--- config.mk ---
export PLATFORM = sky130hd
export DESIGN_NAME = nibble_latch_writer
export DESIGN_NICKNAME = d
export VERILOG_FILES = /design/src/rtl/nibble_latch_writer.sv
export SDC_FILE = /design/constraint.sdc
export NUM_CORES = 1
export LEC_CHECK = 0
export ABC_AREA = 0
export ABC_CLOCK_PERIOD_IN_PS = 3800
export CAP_MARGIN = 10
export CORE_ASPECT_RATIO = 1.2
export CORE_MARGIN = 5
export CORE_UTILIZATION = 30
export CTS_CLUSTER_DIAMETER = 60
export DETAILED_ROUTE_END_ITERATION = 12
export SETUP_SLACK_MARGIN = 0.2
export SYNTH_ARGS = -nofsm -noshare
export SYNTH_HDL_FRONTEND = slang
export SYNTH_SLANG_ARGS = --single-unit
--- constraint.sdc ---
create_clock -name clk -period 3.8 [get_ports clk]
set_input_delay 0.38 -clock clk [delete_from_list [all_inputs] [get_ports clk]]
set_output_delay 0.38 -clock clk [all_outputs]
set_load 0.05 [all_outputs]
--- src/rtl/nibble_latch_writer.sv ---
// -----------------------------------------------------------------------------
// nibble_latch_writer
//
// Write-side sequencer for a bank of NIBBLES level-sensitive 4-bit latches.
// A word is accepted over a valid/ready handshake, split into nibbles, and the
// nibbles selected by the mask are written one at a time over a shared 4-bit
// bus. Each write is framed as SETUP (data stable, strobe low), PULSE (strobe
// high) and HOLD (data stable, strobe low), so every latch sees clean setup
// and hold around its load strobe. All outputs come straight from flops.
//
// Ports
//   clk         system clock, rising edge
//   reset       synchronous, active-high reset
//   in_valid    word and mask are valid
//   in_ready    block can accept a word (high only when idle)
//   in_word     NIBBLES*4-bit word, nibble i = in_word[4i+3:4i]
//   in_mask     bit i set = write latch i, clear = skip it
//   latch_d     shared 4-bit data bus to all latches
//   latch_load  one-hot load strobe, bit i drives latch i
//   busy        high from the accept edge until done deasserts
//   done        one-cycle pulse when a sequence completes
// -----------------------------------------------------------------------------
module nibble_latch_writer #(
  parameter int NIBBLES   = 4,
  parameter int SETUP_CYC = 1,
  parameter int PULSE_CYC = 2,
  parameter int HOLD_CYC  = 1
) (
  input  logic                   clk,
  input  logic                   reset,
  input  logic                   in_valid,
  output logic                   in_ready,
  input  logic [NIBBLES*4-1:0]   in_word,
  input  logic [NIBBLES-1:0]     in_mask,
  output logic [3:0]             latch_d,
  output logic [NIBBLES-1:0]     latch_load,
  output logic                   busy,
  output logic                   done
);

  // Longest phase sets the counter width; the counter runs from N-1 down to 0.
  localparam int MAX_SP  = (SETUP_CYC > PULSE_CYC) ? SETUP_CYC : PULSE_CYC;
  localparam int MAX_CYC = (MAX_SP > HOLD_CYC) ? MAX_SP : HOLD_CYC;
  localparam int CNT_W   = (MAX_CYC > 1) ? $clog2(MAX_CYC) : 1;
  localparam int IDX_W   = (NIBBLES > 1) ? $clog2(NIBBLES) : 1;

  localparam logic [CNT_W-1:0] SETUP_LAST = CNT_W'(SETUP_CYC - 1);
  localparam logic [CNT_W-1:0] PULSE_LAST = CNT_W'(PULSE_CYC - 1);
  localparam logic [CNT_W-1:0] HOLD_LAST  = CNT_W'(HOLD_CYC - 1);

  typedef enum logic [2:0] {
    S_IDLE,
    S_SETUP,
    S_PULSE,
    S_HOLD,
    S_DONE
  } state_e;

  state_e                 state_q;
  logic [CNT_W-1:0]       cnt_q;
  logic [NIBBLES*4-1:0]   word_q;
  logic [NIBBLES-1:0]     rem_q;     // mask bits still to be written
  logic [IDX_W-1:0]       idx_q;     // latch currently being written
  logic                   in_ready_q;
  logic [3:0]             latch_d_q;
  logic [NIBBLES-1:0]     latch_load_q;
  logic                   busy_q;
  logic                   done_q;

  // Next nibble selection, shared by the accept path (fresh inputs) and the
  // HOLD path (captured word, remaining mask).
  logic [NIBBLES-1:0]     src_mask_d;
  logic [NIBBLES*4-1:0]   src_word_d;
  logic [IDX_W-1:0]       idx_d;
  logic [NIBBLES-1:0]     rem_d;
  logic [3:0]             nib_d;

  function automatic logic [IDX_W-1:0] lowest_set(input logic [NIBBLES-1:0] m);
    lowest_set = '0;
    for (int i = NIBBLES - 1; i >= 0; i--) begin
      if (m[i]) lowest_set = IDX_W'(i);
    end
  endfunction

  // NOTE: every signal written here gets a default first, so no path can
  // leave it unassigned and infer a latch.
  always_comb begin
    src_mask_d = rem_q;
    src_word_d = word_q;
    if (state_q == S_IDLE) begin
      src_mask_d = in_mask;
      src_word_d = in_word;
    end
    idx_d = lowest_set(src_mask_d);
    // Clearing the lowest set bit leaves exactly the nibbles still pending.
    rem_d = src_mask_d & (src_mask_d - NIBBLES'(1));
    nib_d = src_word_d[{idx_d, 2'b00} +: 4];
  end

  // NOTE: the captured word is pure datapath, qualified by the FSM, so it
  // carries no reset; only control state and outputs are reset.
  always_ff @(posedge clk) begin
    if (state_q == S_IDLE && in_valid) word_q <= in_word;
  end

  // NOTE: sequential state uses non-blocking assignments only, so every
  // register samples pre-edge values regardless of statement order.
  always_ff @(posedge clk) begin
    if (reset) begin
      state_q      <= S_IDLE;
      cnt_q        <= '0;
      rem_q        <= '0;
      idx_q        <= '0;
      in_ready_q   <= 1'b1;
      latch_d_q    <= '0;
      latch_load_q <= '0;
      busy_q       <= 1'b0;
      done_q       <= 1'b0;
    end else begin
      case (state_q)
        S_IDLE: begin
          // in_ready_q is high throughout IDLE, so in_valid alone is accept.
          if (in_valid) begin
            in_ready_q <= 1'b0;
            busy_q     <= 1'b1;
            if (in_mask != '0) begin
              state_q   <= S_SETUP;
              cnt_q     <= SETUP_LAST;
              idx_q     <= idx_d;
              rem_q     <= rem_d;
              latch_d_q <= nib_d;
            end else begin
              state_q <= S_DONE;
              done_q  <= 1'b1;
            end
          end
        end
        S_SETUP: begin
          if (cnt_q == '0) begin
            state_q      <= S_PULSE;
            cnt_q        <= PULSE_LAST;
            latch_load_q <= NIBBLES'(1) << idx_q;
          end else begin
            cnt_q <= cnt_q - CNT_W'(1);
          end
        end
        S_PULSE: begin
          if (cnt_q == '0) begin
            state_q      <= S_HOLD;
            cnt_q        <= HOLD_LAST;
            latch_load_q <= '0;
          end else begin
            cnt_q <= cnt_q - CNT_W'(1);
          end
        end
        S_HOLD: begin
          if (cnt_q == '0) begin
            if (rem_q != '0) begin
              // The bus only changes here, a full HOLD period after the
              // strobe fell.
              state_q   <= S_SETUP;
              cnt_q     <= SETUP_LAST;
              idx_q     <= idx_d;
              rem_q     <= rem_d;
              latch_d_q <= nib_d;
            end else begin
              state_q <= S_DONE;
              done_q  <= 1'b1;
            end
          end else begin
            cnt_q <= cnt_q - CNT_W'(1);
          end
        end
        S_DONE: begin
          state_q    <= S_IDLE;
          done_q     <= 1'b0;
          busy_q     <= 1'b0;
          in_ready_q <= 1'b1;
        end
        default: begin
          state_q      <= S_IDLE;
          latch_load_q <= '0;
          in_ready_q   <= 1'b1;
          busy_q       <= 1'b0;
          done_q       <= 1'b0;
        end
      endcase
    end
  end

  assign in_ready   = in_ready_q;
  assign latch_d    = latch_d_q;
  assign latch_load = latch_load_q;
  assign busy       = busy_q;
  assign done       = done_q;

endmodule

**Word level (Yosys, flattened, before mapping)**

Cells that the tools add are included.

- Bits in registers: 37
- Input port bits: 23
- Output and inout bits: 11
- Word-level logic and storage cells: 91

- Add/subtract/negate cells: 2
- Equality and inequality tests: 12
- Shifts and indexed selects: 2
- Mux-type cells: 45
- Bitwise operators: 4
- Reduce and logical (&&, ||, !) cells: 16

Operators by type and width:

| cell | number |
|---|---|
| 2-to-1 mux 4 bit | 11 |
| 2-to-1 mux 3 bit | 6 |
| 2-to-1 mux 16 bit | 1 |
| 2-to-1 mux 2 bit | 8 |
| one-hot mux 4 bit (2 select lines) | 2 |
| indexed part select 16 x 5 -> 4 bit | 1 |
| != test 2 bit (second input constant) | 7 |
| one-hot mux 3 bit (4 select lines) | 1 |
| one-hot mux 4 bit (3 select lines) | 1 |
| 2-to-1 mux 1 bit | 10 |
| AND reduction 5 bit | 2 |
| nonzero test 4 bit | 2 |
| == test 3 x 2 -> 1 bit (second input constant) | 2 |
| one-hot mux 1 bit (3 select lines) | 2 |
| AND reduction 3 bit | 2 |
| OR reduction 3 bit | 2 |
| bitwise AND 4 bit | 1 |
| one-hot mux 1 bit (2 select lines) | 2 |
| one-hot mux 2 bit (2 select lines) | 1 |
| AND reduction 4 bit | 1 |
| OR reduction 2 bit | 2 |
| << shifter 1 x 2 -> 4 bit (first input constant) | 1 |
| subtractor 4 x 1 -> 4 bit (second input constant) | 1 |
| == test 3 x 1 -> 1 bit (second input constant) | 1 |
| 9 further kinds | 11 |

**Longest topological paths before layout**

- Depth in word-level cells: 10
- Mapped depth: 7
- Gate-level depth less buffers: 5

**Least setup slack after synthesis**

OpenSTA, ideal clock, no wires.

- Path type: register to register
- From: register state_q[2]
- To: register word_q[0], enable pin
- Setup time: 0.374 ns
- Arrival time: 1.322 ns
- Required time: 3.426 ns
- Setup slack: 2.104 ns
- Stages on the path, launching flop included: 4
- Path buffers: 1
- Clock period less this slack: 1.696 ns
- Cells stage by stage: dfxtp_1 > nor3_4 > buf_2 > and2_1

- Longest elaborated chain between the ends: 2

Ends and longest elaborated chain:

| what | line | RTL |
|---|---|---|
| from (decl) | 59 | `state_e state_q;` |
| from (signal assigned) | 110 | `state_q <= S_IDLE;` |
| from (signal assigned) | 127 | `state_q <= S_SETUP;` |
| from (signal assigned) | 133 | `state_q <= S_DONE;` |
| zero test 3 bit | 103 | `if (state_q == S_IDLE && in_valid) word_q <= in_word;` |
| logical AND 1 bit | 103 |  |
| to (signal assigned) | 103 |  |
| to (decl) | 61 | `logic [NIBBLES*4-1:0] word_q;` |

Every way passes these cells.
A chain may end at the register's enable or synchronous reset.

**Final worst setup path**

- From: register state_q[2]
- To: register latch_d_q[2] (netlist: latch_d[2])

- Longest elaborated chain between the ends: 10
- Elaborated cells between the ends (all ways): 20
- Those cells by class: eq/ne (5); shift (1); mux (11); reduce/logical (3)

Ends and longest elaborated chain:

| what | line | RTL |
|---|---|---|
| zero test 3 bit | 90, 120 |  |
| 2-to-1 mux 4 bit | 90 | `if (state_q == S_IDLE) begin` |
| 2-to-1 mux 2 bit (4 in a row) | 81 | `if (m[i]) lowest_set = IDX_W'(i);` |
| indexed part select 16 x 5 -> 4 bit | 97 | `nib_d = src_word_d[{idx_d, 2'b00} +: 4];` |
| 2-to-1 mux 4 bit, on equally long branches | 158, 126 |  |
| 2-to-1 mux 4 bit, on equally long branches | 157, 123 |  |
| one-hot mux 4 bit (2 select lines) | 120 | `case (state_q)` |
| to (signal assigned) | 131 | `latch_d_q <= nib_d;` |
| to (signal assigned) | 165 | `latch_d_q <= nib_d;` |
| to (decl) | 65 | `logic [3:0] latch_d_q;` |

Parallel ways exist; a longest one is shown, timed or not. The select of a mux whose other input is x is not followed.

==> impl_metrics.tcl <==
set metrics [dict create \
    outcome "complete, no violations" \
    start_util_pct 30.87 \
    slew_headroom_pct 42.68 \
    netlist_instances 164 \
    timing.reg2reg.worst_path_depth 4 \
    tns_ps 0 \
    worstSetupPathType "flip-flop to flip-flop" \
    cts_tree "yes" \
    cts_hold_buf 0 \
    syn_avg_cell_area_um2 10.60 \
    post_cts_resized 0 \
    synth-seq-cells 36 \
    power.leakage_nw 0.7240 \
    finalCritPeriodShare_pct 59.75 \
    overflow 0 \
    dieWidth_um 79.48 \
    max_stage_delay_ps 620 \
    wire_per_inst_um 15.31 \
    coreArea_um2 5630 \
    n_antenna_cell 0 \
    ys_warn_count 0 \
    dpl.cell_count 253 \
    drtIter0Drc 85 \
    mappedNetlistArea_um2 1738 \
    cts.reportedPaths.clkPinSlew_ps 70 \
    synth.distinct_cells 45 \
    finalWirelength_mm 3.995 \
    crit_chain "nor3_4 > mux2i_1 > o32a_1 > a311oi_2" \
    fp-row-count 30 \
    cp-end-kind "flip-flop" \
    grt_pass1_vias 1344 \
    pwr_density_cell_nw_per_um2 727.1 \
    clockBufferDepth 2 \
    maxSlewViolCount 0 \
    drv_cap 0 \
    synth_async_sr_flop_share_pct 0 \
    synth_nets 187 \
    required_ps 3940 \
    drc 0 \
    rsz0062_at_grt "no" \
    grt_use_total_pct 11.66 \
    crit_family "simple AND/OR/NAND/NOR gates" \
    ir_drop_mv 0.2857 \
    dr.pass1.iters 4 \
    grt_pass1_wl_mm 6.555 \
    startpoint_type "flip-flop" \
    clk_latency_ps 290 \
    synth_top_cell_by_area "edfxtp_1" \
    gp_congestion 0.7819 \
    post-route-util_pct 39.04 \
    synth_edf_count 16 \
    fp.dieH_um 93.38 \
    vias_per_cell 5.192 \
    total_power_mw 1.598 \
    hpwl_mm 2.833 \
    ant_nets 0 \
    grt_max_degree 21 \
    fill_cells 575 \
    path_buf_inv 0 \
    io_pins 34 \
    worst_slew_pin_slew_ps 857.2 \
    cp_slowest_cell "nor3_4" \
    ctsRootBufferMaster "clkbuf_8" \
    synth_area_leaders "edfxtp_1 28%, dfxtp_1 23%, mux2i_1 5.2%, a21oi_1 4.9%, nor2_1 4.3%" \
    die_area_um2 7421 \
    clock-skew-final_ps 8.600 \
    hold_viol 0 \
    cts_max_level 2 \
    postCtsSetupRepairBufs 0 \
    cts_buffers 5 \
    timing.fmax_mhz 440.4 \
    numClockSinks 36 \
    nets 219 \
    synth-main-ff-cell "dfxtp_1" \
    critical_path_depth 4 \
    yosys.area.top_type_share_pct 27.65 \
    period_minus_slack_ps 2271 \
    drive_above_1_share_pct 11.68 \
    grt_antenna_before_repair 0 \
    area.growth.synth_to_final_pct 26.49 \
    critPathMaxFanout 16 \
    final_cell_count_no_fill 261 \
    via_count 1355 \
    finalSetupViolCount 0 \
    hold_depth 2 \
    io_buffer_count 33 \
    critPathArrivalTime_ps 2410 \
    ys_seq_area_share_pct 50.68 \
    worstHoldPathType "flip-flop to flip-flop" \
]
## layout make-up
cell class              instances  area, um^2  area share (%)
clock buffers                   6       72.57           3.301
clock inverters                 2       35.03           1.594
inverters                       5       18.77          0.8537
multi-input cells             115       780.7           35.52
flip-flops and latches         36       880.8           40.07
well taps                      64       80.08           3.643
repair buffers                 33       330.3           15.03
## where the power goes
group / leakage, nW / total, mW / internal (mW) / switching (mW)
Combinational: 0.352 / 0.664 / 0.245 / 0.419
Sequential: 0.317 / 0.605 / 0.519 / 0.0859
Clock: 0.0552 / 0.329 / 0.195 / 0.135
Total: 0.724 / 1.60 / 0.959 / 0.639
## flip-flops by register name (all words and copies together), names as in the netlist
name,cells
busy,1
rem_q,3
latch_d,4
done,1
state_q,3
latch_load,4
cnt_q,1
word_q,16
idx_q,2
in_ready,1
## synth_stat cells, types with 2 or more instances
cell type   n
a22oi_1     4
dfxtp_1    20
nand2b_1    2
o21ai_0     5
edfxtp_1   16
a311oi_2    4
buf_2       3
inv_1       5
clkbuf_1    3
nand2_1     9
nor3_1      3
a311oi_1    2
nor2_1     20
o32a_1      4
nor4_1      4
mux2i_1     9
mux2_2      4
nor2b_1     2
a21oi_1    17
nand4_1     2
nand3_1     2
## metrics by stage
step	hold slack (ps)	cell area [um^2]	worst slack, ps
6_report	458.3	2198	1529
5_1_grt	490.8	2198	1359
4_1_cts	467.3	2198	1518
3_5_place_dp	455.4	2091	1380
3_3_place_gp	449.0	2091	1444
2_1_floorplan	458.2	1738	2104
## worst register-to-register path: stages (launching register included)
cell	delay, ps
dfxtp_1	470
nor3_4	620
mux2i_1	610
o32a_1	320
a311oi_2	110
## kinds of logic after synthesis
logic type	Yosys count	synth area share [%]
flip-flops	36	50.68
buffers and inverters	13	4.391
AO/OA/AOI/OAI	46	19.73
AND/OR/NAND/NOR	55	16.92
multiplexers	13	7.775
XOR/XNOR	1	0.5041
## final timing paths
kind                    from    endpoint  slack, ps
hold / removal          done        done        460
hold reg to reg         done        done        460
setup reg to reg  state_q[2]  latch_d[2]       1530
setup / recovery  state_q[2]  latch_d[2]       1530
## per-layer routing
| layer | up-vias | GRT usage, % | part of all wire, % |
|---|---|---|---|
| li1 | 682 | - | - |
| met1 | 633 | 13.48 | 43 |
| met2 | 32 | 19.43 | 49 |
| met3 | 8 | 3.757 | 5.4 |
| met4 | 0 | 5.301 | 2.2 |
| met5 | - | 0 | 0 |
## placed cells by master (no fill, tap or decap), types with 5 or more instances in the layout
master / netlist / routed
o21ai_0: 5 / 5
mux2i_1: 9 / 9
a21oi_1: 17 / 17
nand2_1: 9 / 9
edfxtp_1: 16 / 16
inv_1: 5 / 5
dfxtp_1: 20 / 20
clkbuf_8: 0 / 5
clkdlybuf4s50_1: 0 / 33
nor2_1: 20 / 20
(Power assumes the default switching activity.)
